### config.mk
export PLATFORM = sky130hd
export DESIGN_NAME = frame_buffer_arbiter
export DESIGN_NICKNAME = d
export VERILOG_FILES = /design/src/rtl/fb_pkg.sv /design/src/rtl/fb_wr_fifo.sv /design/src/rtl/frame_buffer_arbiter.sv
export SDC_FILE = /design/constraint.sdc
export NUM_CORES = 1
export LEC_CHECK = 0
export ABC_CLOCK_PERIOD_IN_PS = 4200
export BUFFER_PORTS_ARGS = -buffer_cell sky130_fd_sc_hd__buf_2
export CORE_MARGIN = 5
export CORE_UTILIZATION = 50
export DETAILED_ROUTE_END_ITERATION = 8
export GPL_TIMING_DRIVEN = 0
export PLACE_DENSITY_LB_ADDON = 0.3
export SLEW_MARGIN = 5
export SYNTH_ARGS = -nofsm -noshare
export SYNTH_HDL_FRONTEND = slang
export SYNTH_SLANG_ARGS = --single-unit
### constraint.sdc
create_clock -name clk -period 4.2 [get_ports clk]
set_clock_uncertainty 0.15 [all_clocks]
set_input_delay 0.42 -clock clk [delete_from_list [all_inputs] [get_ports clk]]
set_output_delay 0.42 -clock clk [all_outputs]
set_load 0.02 [all_outputs]
### src/rtl/fb_pkg.sv
// ---------------------------------------------------------------------------
// fb_pkg
//   Shared definitions for the 320x240 RGB444 frame buffer: geometry,
//   address/pixel widths, the writer FIFO entry layout and the BRAM port
//   arbitration states.
// ---------------------------------------------------------------------------
package fb_pkg;

   localparam int FB_W     = 320;
   localparam int FB_H     = 240;
   localparam int FB_DEPTH = FB_W * FB_H;   // valid addresses 0..FB_DEPTH-1
   localparam int ADDR_W   = 17;
   localparam int DATA_W   = 12;

   typedef logic [ADDR_W-1:0] addr_t;
   typedef logic [DATA_W-1:0] pixel_t;

   // One queued writer pixel.
   typedef struct packed {
      addr_t  addr;
      pixel_t data;
   } fb_wr_entry_t;

   // What the BRAM port is doing in the next cycle.
   typedef enum logic [1:0] {
      ARB_IDLE,
      ARB_DISP,
      ARB_WRITE
   } arb_state_t;

   // Unsigned compare of an address against the frame-buffer size.
   function automatic logic addr_in_range(input addr_t a);
      return a < addr_t'(FB_DEPTH);
   endfunction

endpackage

### src/rtl/fb_wr_fifo.sv
// ---------------------------------------------------------------------------
// fb_wr_fifo
//   Small synchronous FIFO holding {addr,data} writer pixels until the BRAM
//   port is free. DEPTH must be a power of two so the pointers wrap by
//   simple overflow.
//
// Ports
//   clk         in   1        system clock
//   reset       in   1        synchronous, active-high; empties the FIFO
//   push        in   1        enqueue push_entry (caller guarantees !full)
//   push_entry  in   entry    pixel to enqueue
//   pop         in   1        dequeue head (caller guarantees !empty)
//   head        out  entry    oldest entry, valid while !empty
//   full        out  1        count == DEPTH
//   empty       out  1        count == 0
//   count       out  CNT_W    number of stored entries
// ---------------------------------------------------------------------------
module fb_wr_fifo
   import fb_pkg::*;
#(
   parameter int DEPTH = 4
) (
   input  logic                         clk,
   input  logic                         reset,
   input  logic                         push,
   input  fb_wr_entry_t                 push_entry,
   input  logic                         pop,
   output fb_wr_entry_t                 head,
   output logic                         full,
   output logic                         empty,
   output logic [$clog2(DEPTH+1)-1:0]   count
);

   localparam int PTR_W = (DEPTH > 1) ? $clog2(DEPTH) : 1;
   localparam int CNT_W = $clog2(DEPTH + 1);

   fb_wr_entry_t       storage [DEPTH];
   logic [PTR_W-1:0]   wr_ptr;
   logic [PTR_W-1:0]   rd_ptr;

   // NOTE: the storage array has no reset; the pointers and count define
   // which entries are live, so clearing them is enough and the array maps
   // onto plain distributed RAM.
   always_ff @(posedge clk) begin
      if (push) begin
         storage[wr_ptr] <= push_entry;
      end
   end

   // NOTE: sequential state uses non-blocking assignments so every flop
   // samples the pre-edge values of the others.
   always_ff @(posedge clk) begin
      if (reset) begin
         wr_ptr <= '0;
         rd_ptr <= '0;
         count  <= '0;
      end else begin
         if (push) begin
            wr_ptr <= wr_ptr + PTR_W'(1);
         end
         if (pop) begin
            rd_ptr <= rd_ptr + PTR_W'(1);
         end
         // Simultaneous push and pop leave the count unchanged.
         case ({push, pop})
            2'b10:   count <= count + CNT_W'(1);
            2'b01:   count <= count - CNT_W'(1);
            default: count <= count;
         endcase
      end
   end

   assign head  = storage[rd_ptr];
   assign full  = (count == CNT_W'(DEPTH));
   assign empty = (count == '0);

endmodule

### src/rtl/frame_buffer_arbiter.sv
// ---------------------------------------------------------------------------
// frame_buffer_arbiter
//   Shares the single-port frame-buffer BRAM between the display read path
//   and a pixel writer. Display reads have absolute priority and a fixed
//   2-cycle request-to-data latency. Writer pixels are queued in a small
//   FIFO that drains only in cycles without a display request. Out-of-range
//   writer pixels are accepted, dropped and flagged on the sticky oob_err.
//   wr_starved is a diagnostic that reports a FIFO held full for a long time.
//
// Ports
//   clk          in   1       system clock
//   reset        in   1       synchronous, active-high
//   disp_req     in   1       display read this cycle
//   disp_addr    in   ADDR_W  display read address
//   disp_data    out  DATA_W  pixel to the display, 0 when !disp_valid
//   disp_valid   out  1       disp_data valid
//   wr_valid     in   1       writer offers a pixel
//   wr_ready     out  1       FIFO can accept a pixel
//   wr_addr      in   ADDR_W  writer pixel address
//   wr_data      in   DATA_W  writer pixel data
//   mem_addr     out  ADDR_W  BRAM address (registered)
//   mem_we       out  1       BRAM write enable (registered)
//   mem_wdata    out  DATA_W  BRAM write data (registered)
//   mem_rdata    in   DATA_W  BRAM read data, one cycle after mem_addr
//   oob_err      out  1       sticky: an out-of-range writer pixel was seen
//   wr_starved   out  1       FIFO full for >= STARVE_LIM cycles
// ---------------------------------------------------------------------------
module frame_buffer_arbiter
   import fb_pkg::*;
#(
   parameter int FIFO_DEPTH = 4,
   parameter int STARVE_LIM = 1024
) (
   input  logic                clk,
   input  logic                reset,
   input  logic                disp_req,
   input  logic [ADDR_W-1:0]   disp_addr,
   output logic [DATA_W-1:0]   disp_data,
   output logic                disp_valid,
   input  logic                wr_valid,
   output logic                wr_ready,
   input  logic [ADDR_W-1:0]   wr_addr,
   input  logic [DATA_W-1:0]   wr_data,
   output logic [ADDR_W-1:0]   mem_addr,
   output logic                mem_we,
   output logic [DATA_W-1:0]   mem_wdata,
   input  logic [DATA_W-1:0]   mem_rdata,
   output logic                oob_err,
   output logic                wr_starved
);

   localparam int CNT_W    = $clog2(FIFO_DEPTH + 1);
   localparam int STARVE_W = $clog2(STARVE_LIM + 1);

   // ----------------------------------------------------------------------
   // Writer handshake and FIFO
   // ----------------------------------------------------------------------
   logic               wr_accept;
   logic               wr_in_range;
   logic               fifo_push;
   logic               fifo_pop;
   fb_wr_entry_t       fifo_head;
   logic               fifo_full;
   logic               fifo_empty;
   logic [CNT_W-1:0]   fifo_count;

   // Ready comes straight from the count, so it drops in the same cycle the
   // FIFO fills and the writer can never push into a full FIFO.
   assign wr_ready    = (fifo_count < CNT_W'(FIFO_DEPTH));
   assign wr_accept   = wr_valid && wr_ready;
   assign wr_in_range = addr_in_range(wr_addr);
   // Out-of-range pixels complete the handshake but never reach the FIFO.
   assign fifo_push   = wr_accept && wr_in_range;

   fb_wr_fifo #(
      .DEPTH (FIFO_DEPTH)
   ) u_wr_fifo (
      .clk        (clk),
      .reset      (reset),
      .push       (fifo_push),
      .push_entry ('{addr: wr_addr, data: wr_data}),
      .pop        (fifo_pop),
      .head       (fifo_head),
      .full       (fifo_full),
      .empty      (fifo_empty),
      .count      (fifo_count)
   );

   // ----------------------------------------------------------------------
   // Port arbitration: display first, then queued writes, else idle.
   // ----------------------------------------------------------------------
   arb_state_t    arb_state;
   arb_state_t    arb_nxt;
   addr_t         mem_addr_nxt;
   pixel_t        mem_wdata_nxt;

   always_comb begin
      // NOTE: every signal written here gets a default first, so no path
      // leaves one unassigned and no latch is inferred.
      arb_nxt       = ARB_IDLE;
      fifo_pop      = 1'b0;
      mem_addr_nxt  = mem_addr;    // IDLE holds the last address
      mem_wdata_nxt = mem_wdata;

      if (disp_req) begin
         arb_nxt      = ARB_DISP;
         mem_addr_nxt = disp_addr;
      end else if (!fifo_empty) begin
         arb_nxt       = ARB_WRITE;
         fifo_pop      = 1'b1;
         mem_addr_nxt  = fifo_head.addr;
         mem_wdata_nxt = fifo_head.data;
      end
   end

   always_ff @(posedge clk) begin
      if (reset) begin
         arb_state <= ARB_IDLE;
         mem_addr  <= '0;
         mem_wdata <= '0;
      end else begin
         arb_state <= arb_nxt;
         mem_addr  <= mem_addr_nxt;
         mem_wdata <= mem_wdata_nxt;
      end
   end

   // The write enable is simply "the port is in a write cycle".
   assign mem_we = (arb_state == ARB_WRITE);

   // ----------------------------------------------------------------------
   // Display read pipeline: request -> mem_addr (+1) -> mem_rdata (+2).
   // ----------------------------------------------------------------------
   logic [1:0] rd_pipe;

   always_ff @(posedge clk) begin
      if (reset) begin
         rd_pipe <= '0;
      end else begin
         rd_pipe <= {rd_pipe[0], disp_req};
      end
   end

   assign disp_valid = rd_pipe[1];
   assign disp_data  = rd_pipe[1] ? mem_rdata : '0;

   // ----------------------------------------------------------------------
   // Sticky out-of-range flag.
   // ----------------------------------------------------------------------
   always_ff @(posedge clk) begin
      if (reset) begin
         oob_err <= 1'b0;
      end else if (wr_accept && !wr_in_range) begin
         oob_err <= 1'b1;
      end
   end

   // ----------------------------------------------------------------------
   // Starvation diagnostic: counts consecutive full cycles, saturating at
   // the limit so it never wraps back below it.
   // ----------------------------------------------------------------------
   logic [STARVE_W-1:0] starve_cnt;

   always_ff @(posedge clk) begin
      if (reset) begin
         starve_cnt <= '0;
      end else if (!fifo_full) begin
         starve_cnt <= '0;
      end else if (starve_cnt != STARVE_W'(STARVE_LIM)) begin
         starve_cnt <= starve_cnt + STARVE_W'(1);
      end
   end

   assign wr_starved = (starve_cnt >= STARVE_W'(STARVE_LIM));

endmodule

==> flow_metrics.tcl, run 1 <==
set metrics [dict create \
    min_period_ns 2.439 \
    cp_cell_sequence "nand2b_1 -> a311oi_2 -> and2_2" \
    start_kind "flip-flop" \
    maxCapViolations 0 \
    cts_tree "yes" \
    diodes 0 \
    setup_violations 0 \
    dpl.hpwl_mm 9.455 \
    synth.area.top_cells "edfxtp_1, dfxtp_1, mux4_2" \
    pre_cts_ws_ns 1.516 \
    via_count 4121 \
    post_drt_wl_per_cell_um 18.99 \
    drv_slew 0 \
    first_iter_violations 286 \
    p_leak_nw 2.901 \
    clk_path_buf_depth 2 \
    synthesis.area_sq_um 6641 \
    synth_edf_count 116 \
    syn-instance-count 430 \
    cts.clk_slew.worst_paths_ns 0.06 \
    coreArea_sq_um 13140 \
    critPathRequiredTime_ns 4.09 \
    end_kind "flip-flop" \
    initial_core_util_pct 50.55 \
    final_common_cell "edfxtp_1" \
    cts-root-buf "clkbuf_16" \
    critical-path-slowest-cell "and2_2" \
    nets 624 \
    worst-setup-path-type "reg -> reg" \
    fillers 1009 \
    hold_violations 0 \
    timing.fmax_mhz 410.0 \
    cp_max_fo 29 \
    grt_util_all_layers_pct 18.56 \
    post-route-util_pct 60.70 \
    drive_gt1_share_pct 32.80 \
    multi_input_comb_area_sq_um 1908 \
    synth-main-ff-cell "edfxtp_1" \
    globalplace.congestion 0.8825 \
    yosys_warnings 0 \
    layout_setup_ws_ns 1.761 \
    powerDensity_nw_per_um2 573.4 \
    setup_tns_ns 0 \
    clk_latency_ns 0.41 \
    grt_pass1_vias 4156 \
    ys_seq_area_share_pct 68.43 \
    final_cell_mix "edfxtp_1, buf_2, dfxtp_1" \
    worstMarginPinSlew_ns 0.8485 \
    synth_top_area_share_pct 52.45 \
    hold_buffers 0 \
    rows 42 \
    fp.dieW_um 125.3 \
    drtPass1Iterations 4 \
    gr-total-overflow 0 \
    post_synth.cell_area_avg_sq_um 15.45 \
    drc_errors 0 \
    crit_buf_inv 0 \
    antenna_found_initial 0 \
    cts_resized 0 \
    die_area_sq_um 15690 \
    cts.sinks 169 \
    routed_wl_mm 14.11 \
    regArea_sq_um 4544 \
    maxSlewHeadroom_pct 43.43 \
    cts_buffers 17 \
    areaGrowthSynthToFinish_pct 20.06 \
    routed_via_density 5.546 \
    htreeDepth 4 \
    final_cells 743 \
    hold_path_class "in -> reg" \
    ant_nets 0 \
    synth_top_area_cell "edfxtp_1" \
    status "completed" \
    max_stage_delay_ns 0.80 \
    grt_pass1_wl_mm 22.22 \
    rsz0062_at_grt "no" \
    hold-worst-slack_ns 0.06944 \
    numPortBuffers 105 \
    post-cts-setup-buffers 0 \
    async_flop_share_pct 0 \
    cp_data_arrival_time_ns 2.33 \
    syn_nets 500 \
    dp.cells 711 \
    synth-seq-cells 169 \
    chipHeight_um 125.3 \
    yosysUniqueCellTypes 45 \
    boundaryPins 108 \
    irDropWorstVdd_uv 284.3 \
    post-route-period-util_pct 58.07 \
    critPathTopFamily "simple AND/OR/NAND/NOR gates" \
    grt_start_max_net_pins 30 \
]
==> cells by family after synthesis <==
kind of cell    synth area share, %
flops                         68.43
compound gates                7.159
simple gates                  6.481
mux                           12.87
buf+inv                       2.920
fa+ha+maj                     1.620
xor+xnor                     0.5276
==> sequential cells by signal, indices dropped and copies added (netlist names), named ones only <==
signal,count
arb_state,1
mem_addr,17
mem_wdata,12
oob_err,1
rd_pipe,2
starve_cnt,11
u_wr_fifo.count,3
u_wr_fifo.rd_ptr,2
u_wr_fifo.storage,116
u_wr_fifo.wr_ptr,2
==> per-stage QoR <==
step / cell area [sq um] / power [mW]
detailed placement: 7392 / 3.088
global route: 7974 / 4.794
floorplan: 6641 / 2.758
CTS: 7974 / 4.612
finish: 7974 / 4.572
global placement: 7387 / 3.053
==> cells in the mapped netlist, types with 2 or more instances <==
| cell | number |
|---|---|
| clkbuf_1 | 9 |
| nor3_1 | 3 |
| o21ai_1 | 10 |
| and2_1 | 16 |
| a21oi_1 | 36 |
| clkbuf_2 | 2 |
| a211oi_1 | 3 |
| nor2b_1 | 2 |
| inv_1 | 15 |
| o21ai_2 | 4 |
| ha_1 | 7 |
| or4_1 | 3 |
| o21ai_0 | 22 |
| dfxtp_1 | 53 |
| buf_1 | 3 |
| nand2_1 | 11 |
| nand4_1 | 2 |
| mux4_2 | 29 |
| or3_1 | 7 |
| edfxtp_1 | 116 |
| buf_2 | 6 |
| nand3_1 | 15 |
| nand3b_1 | 2 |
| buf_6 | 4 |
| xor2_1 | 3 |
| nor2_1 | 9 |
| o31ai_1 | 2 |
| mux2i_1 | 19 |
==> power breakdown <==
part	internal, mW	switching, mW
combinational	0.412	0.592
sequential	1.95	0.0905
clock	0.948	0.584
==> worst reg2reg max path, delay by kind of cell (launching register included) <==
| kind | cells | cell delay, ns |
|---|---|---|
| compound gates | 1 | 0.46 |
| flops | 1 | 0.40 |
| simple gates | 2 | 1.03 |
==> area by class of cell <==
type / instances / area share [%]
Timing Repair Buffer: 105 / 6.590
Multi-Input combinational cell: 221 / 23.93
Sequential cell: 169 / 56.99
Clock inverter: 8 / 1.506
Inverter: 15 / 0.7061
Buffer: 25 / 1.726
Tap cell: 176 / 2.762
Clock buffer: 24 / 5.790
==> metal layers <==
metal	track usage (%)	vias up	wire [um]
li1	-	1904	-
met1	24.02	2016	5805
met2	30.43	186	6898
met5	0	-	0
met4	5.612	0	159
met3	5.672	15	1243
==> worst paths after layout <==
path                      start                 endpoint  slack, ns  depth (start not counted)
max reg2reg  u_wr_fifo.count[2]  u_wr_fifo.storage[3][8]       1.76                          3
min reg2reg             oob_err                  oob_err       0.32                          2
max          u_wr_fifo.count[2]  u_wr_fifo.storage[3][8]       1.76                          3
min                  wr_data[7]  u_wr_fifo.storage[0][7]       0.07                          1
Note: power is estimated with default switching activity, not from simulation.
==> run 2, diff against run 1 <==
Settings changed: ABC_CLOCK_PERIOD_IN_PS 4200 to 2090.
Clock period 4.2 ns to 2.09 ns, I/O delays scaled along.
==> run 2 against run 1 <==
  * Critical path depth up 8
  * Setup slack worse by 1.8 ns
  * Non-clock buffer count grew 52
  * Clock power rose by 99%
  * Count of clock-buffer cells in the layout up 1
  * First-iteration DRC count is 2.8% higher
  * Register-to-register slack got worse by 1.7 ns
  * Highest routed layer unchanged
==> flow_metrics.tcl, run 2 (synthesized netlist as in run 1, its figures left out) <==
set metrics [dict create \
    p_clk_share_pct 32.5 \
    final_cell_mix "edfxtp_1, buf_2, dfxtp_1" \
    fp.dieW_um 125.3 \
    initial_core_util_pct 50.55 \
    layout_setup_ws_ns 0.01102 \
    via_count 4276 \
    fillers 960 \
    topRoutingLayerUsed "met4" \
    cts.sinks 169 \
    worstSetupEndpoint "u_wr_fifo.count[2]" \
    hold_path_class "in -> reg" \
    cts-root-buf "clkbuf_16" \
    dp.cells 711 \
    critPathLaunch "wr_valid" \
    swShare_pct 28.09 \
    grt_pass1_wl_mm 24.03 \
    intPower_mw 6.730 \
    worstMarginPinSlew_ns 0.7483 \
    largest_register "u_wr_fifo.storage" \
    post-route-period-util_pct 99.47 \
    clk_path_buf_depth 2 \
    timing.fmax_mhz 481.0 \
    first_iter_violations 294 \
    drv_slew 0 \
    globalplace.congestion 0.8920 \
    ant_nets 0 \
    dpl.hpwl_mm 9.639 \
    dr_wl_met2_mm 7.723 \
    critPathRequiredTime_ns 2.29 \
    coreArea_sq_um 13140 \
    drive_gt1_share_pct 32.96 \
    maxSlewHeadroom_pct 50.11 \
    reg2reg_from "u_wr_fifo.count[2]" \
    worst-setup-path-type "in -> reg" \
    antenna_found_initial 0 \
    post_drt_wl_per_cell_um 18.59 \
    p_leak_nw 3.130 \
    cts.clk_slew.worst_paths_ns 0.06 \
    hold_violations 0 \
    numPortBuffers 105 \
    setup_violations 0 \
    p_comb_share_pct 23.6 \
    regArea_sq_um 4556 \
    grt_pass1_vias 4528 \
    end_kind "flip-flop" \
    largest_register_ffs 116 \
    min_period_ns 2.079 \
    final_cells 795 \
    cts_buffers 17 \
    drc_errors 0 \
    clk_latency_ns 0.42 \
    pre_cts_ws_ns -0.3619 \
    multi_input_comb_area_sq_um 1961 \
    cp_max_fo 2 \
    drtPass1Iterations 4 \
    routed_wl_mm 14.78 \
    gr-total-overflow 0 \
    status "completed" \
    grt_util_all_layers_pct 19.92 \
    grt_start_max_net_pins 30 \
    routed_via_density 5.379 \
    chipHeight_um 125.3 \
    r2r_end "u_wr_fifo.count[2]" \
    rows 42 \
    boundaryPins 108 \
    seqPwrFrac_pct 43.9 \
    cp_data_arrival_time_ns 2.28 \
    nets 676 \
    route.met3.wl_um 950 \
    htreeDepth 4 \
    start_kind "primary input" \
    diodes 0 \
    reg2reg_depth 9 \
    maxCapViolations 0 \
    total_power_mw 9.359 \
    switchingPower_mw 2.629 \
    areaGrowthSynthToFinish_pct 28.62 \
    reg_top3 "u_wr_fifo.storage x116, mem_addr x17, mem_wdata x12" \
    irDropWorstVdd_uv 638.4 \
    ff2ff_setup_slack_ns 0.03 \
    final_common_cell "edfxtp_1" \
    met1_length_mm 5.886 \
    rsz0062_at_grt "yes" \
    cts_tree "yes" \
    die_area_sq_um 15690 \
    powerDensity_nw_per_um2 1096 \
]
run 2: changes by cell type in the layout (fill, tap and decap cells not counted), sizes merged:
cell / delta
clkbuf: +1
dlygate4sd3: +47
bufinv: -1
buf: +5
clkinvlp: +1
clkinv: -1
run 2: what timing repair did:
action	CTS	global route
endpoints found under the setup margin	118	7
gates resized for setup	14	7
hold buffers	47	0
setup buffers	3	2
pin swaps	2	3
hold endpoints to repair	134	0
gates cloned	0	0
run 2: cell type report:
cell class,count,area share (%)
sequential,169,53.33
multi-input combinational,221,22.95
timing repair buffer,157,12.10
clock buffer,25,5.683
tap,176,2.578
buffer,25,1.611
clock inverter,7,1.084
inverter,15,0.6591
run 2: metrics by stage:
step	area, sq um	TNS [ns]	hold slack, ns	utilization (%)
finish	8542	0	0.06152	65.02
global route	8542	-0.1628	0.07979	65.02
CTS	8506	0	0.03553	64.74
detailed placement	7392	-41.05	0.2765	56.27
global placement	7392	-39.00	0.2686	56.27
floorplan	6646	0	0.1579	-
run 2: worst max-delay path: stages:
cell and delay, ns:
dlygate4sd3_1 0.54, buf_2 0.14, nand2b_4 0.07, a311oi_4 0.04, inv_1 0.08, ha_2 0.19, inv_2 0.04, fa_2 0.34
xor2_1 0.15, or3_1 0.33, a21oi_2 0.13
run 2: power by group through the flow:
stage	clock network (mW)	registers, mW	logic [mW]
6_report	3.04	4.11	2.21
5_1_grt	3.24	4.14	2.41
4_1_cts	3.08	4.10	2.20
3_5_place_dp	0	4.15	2.06
3_3_place_gp	0	4.13	2.02
2_1_floorplan	0	4.32	1.23
run 2: worst min path at each step:
| stage | start | to | slack, ns | cells after the start |
|---|---|---|---|---|
| global route | reset | rd_pipe[1] | 0.08 | 2 |
| global placement | wr_data[7] | u_wr_fifo.storage[0][7] | 0.27 | 1 |
| finish | reset | rd_pipe[1] | 0.06 | 2 |
| floorplan | wr_data[0] | u_wr_fifo.storage[0][0] | 0.16 | 0 |
| detailed placement | wr_data[9] | u_wr_fifo.storage[2][9] | 0.28 | 1 |
| CTS | reset | rd_pipe[1] | 0.04 | 2 |
run 2: routing by layer:
layer | global-route usage, % | vias to the layer above
li1 | - | 2007
met1 | 23.61 | 2098
met2 | 34.55 | 149
met3 | 5.373 | 22
met4 | 8.163 | 0
met5 | 0 | -
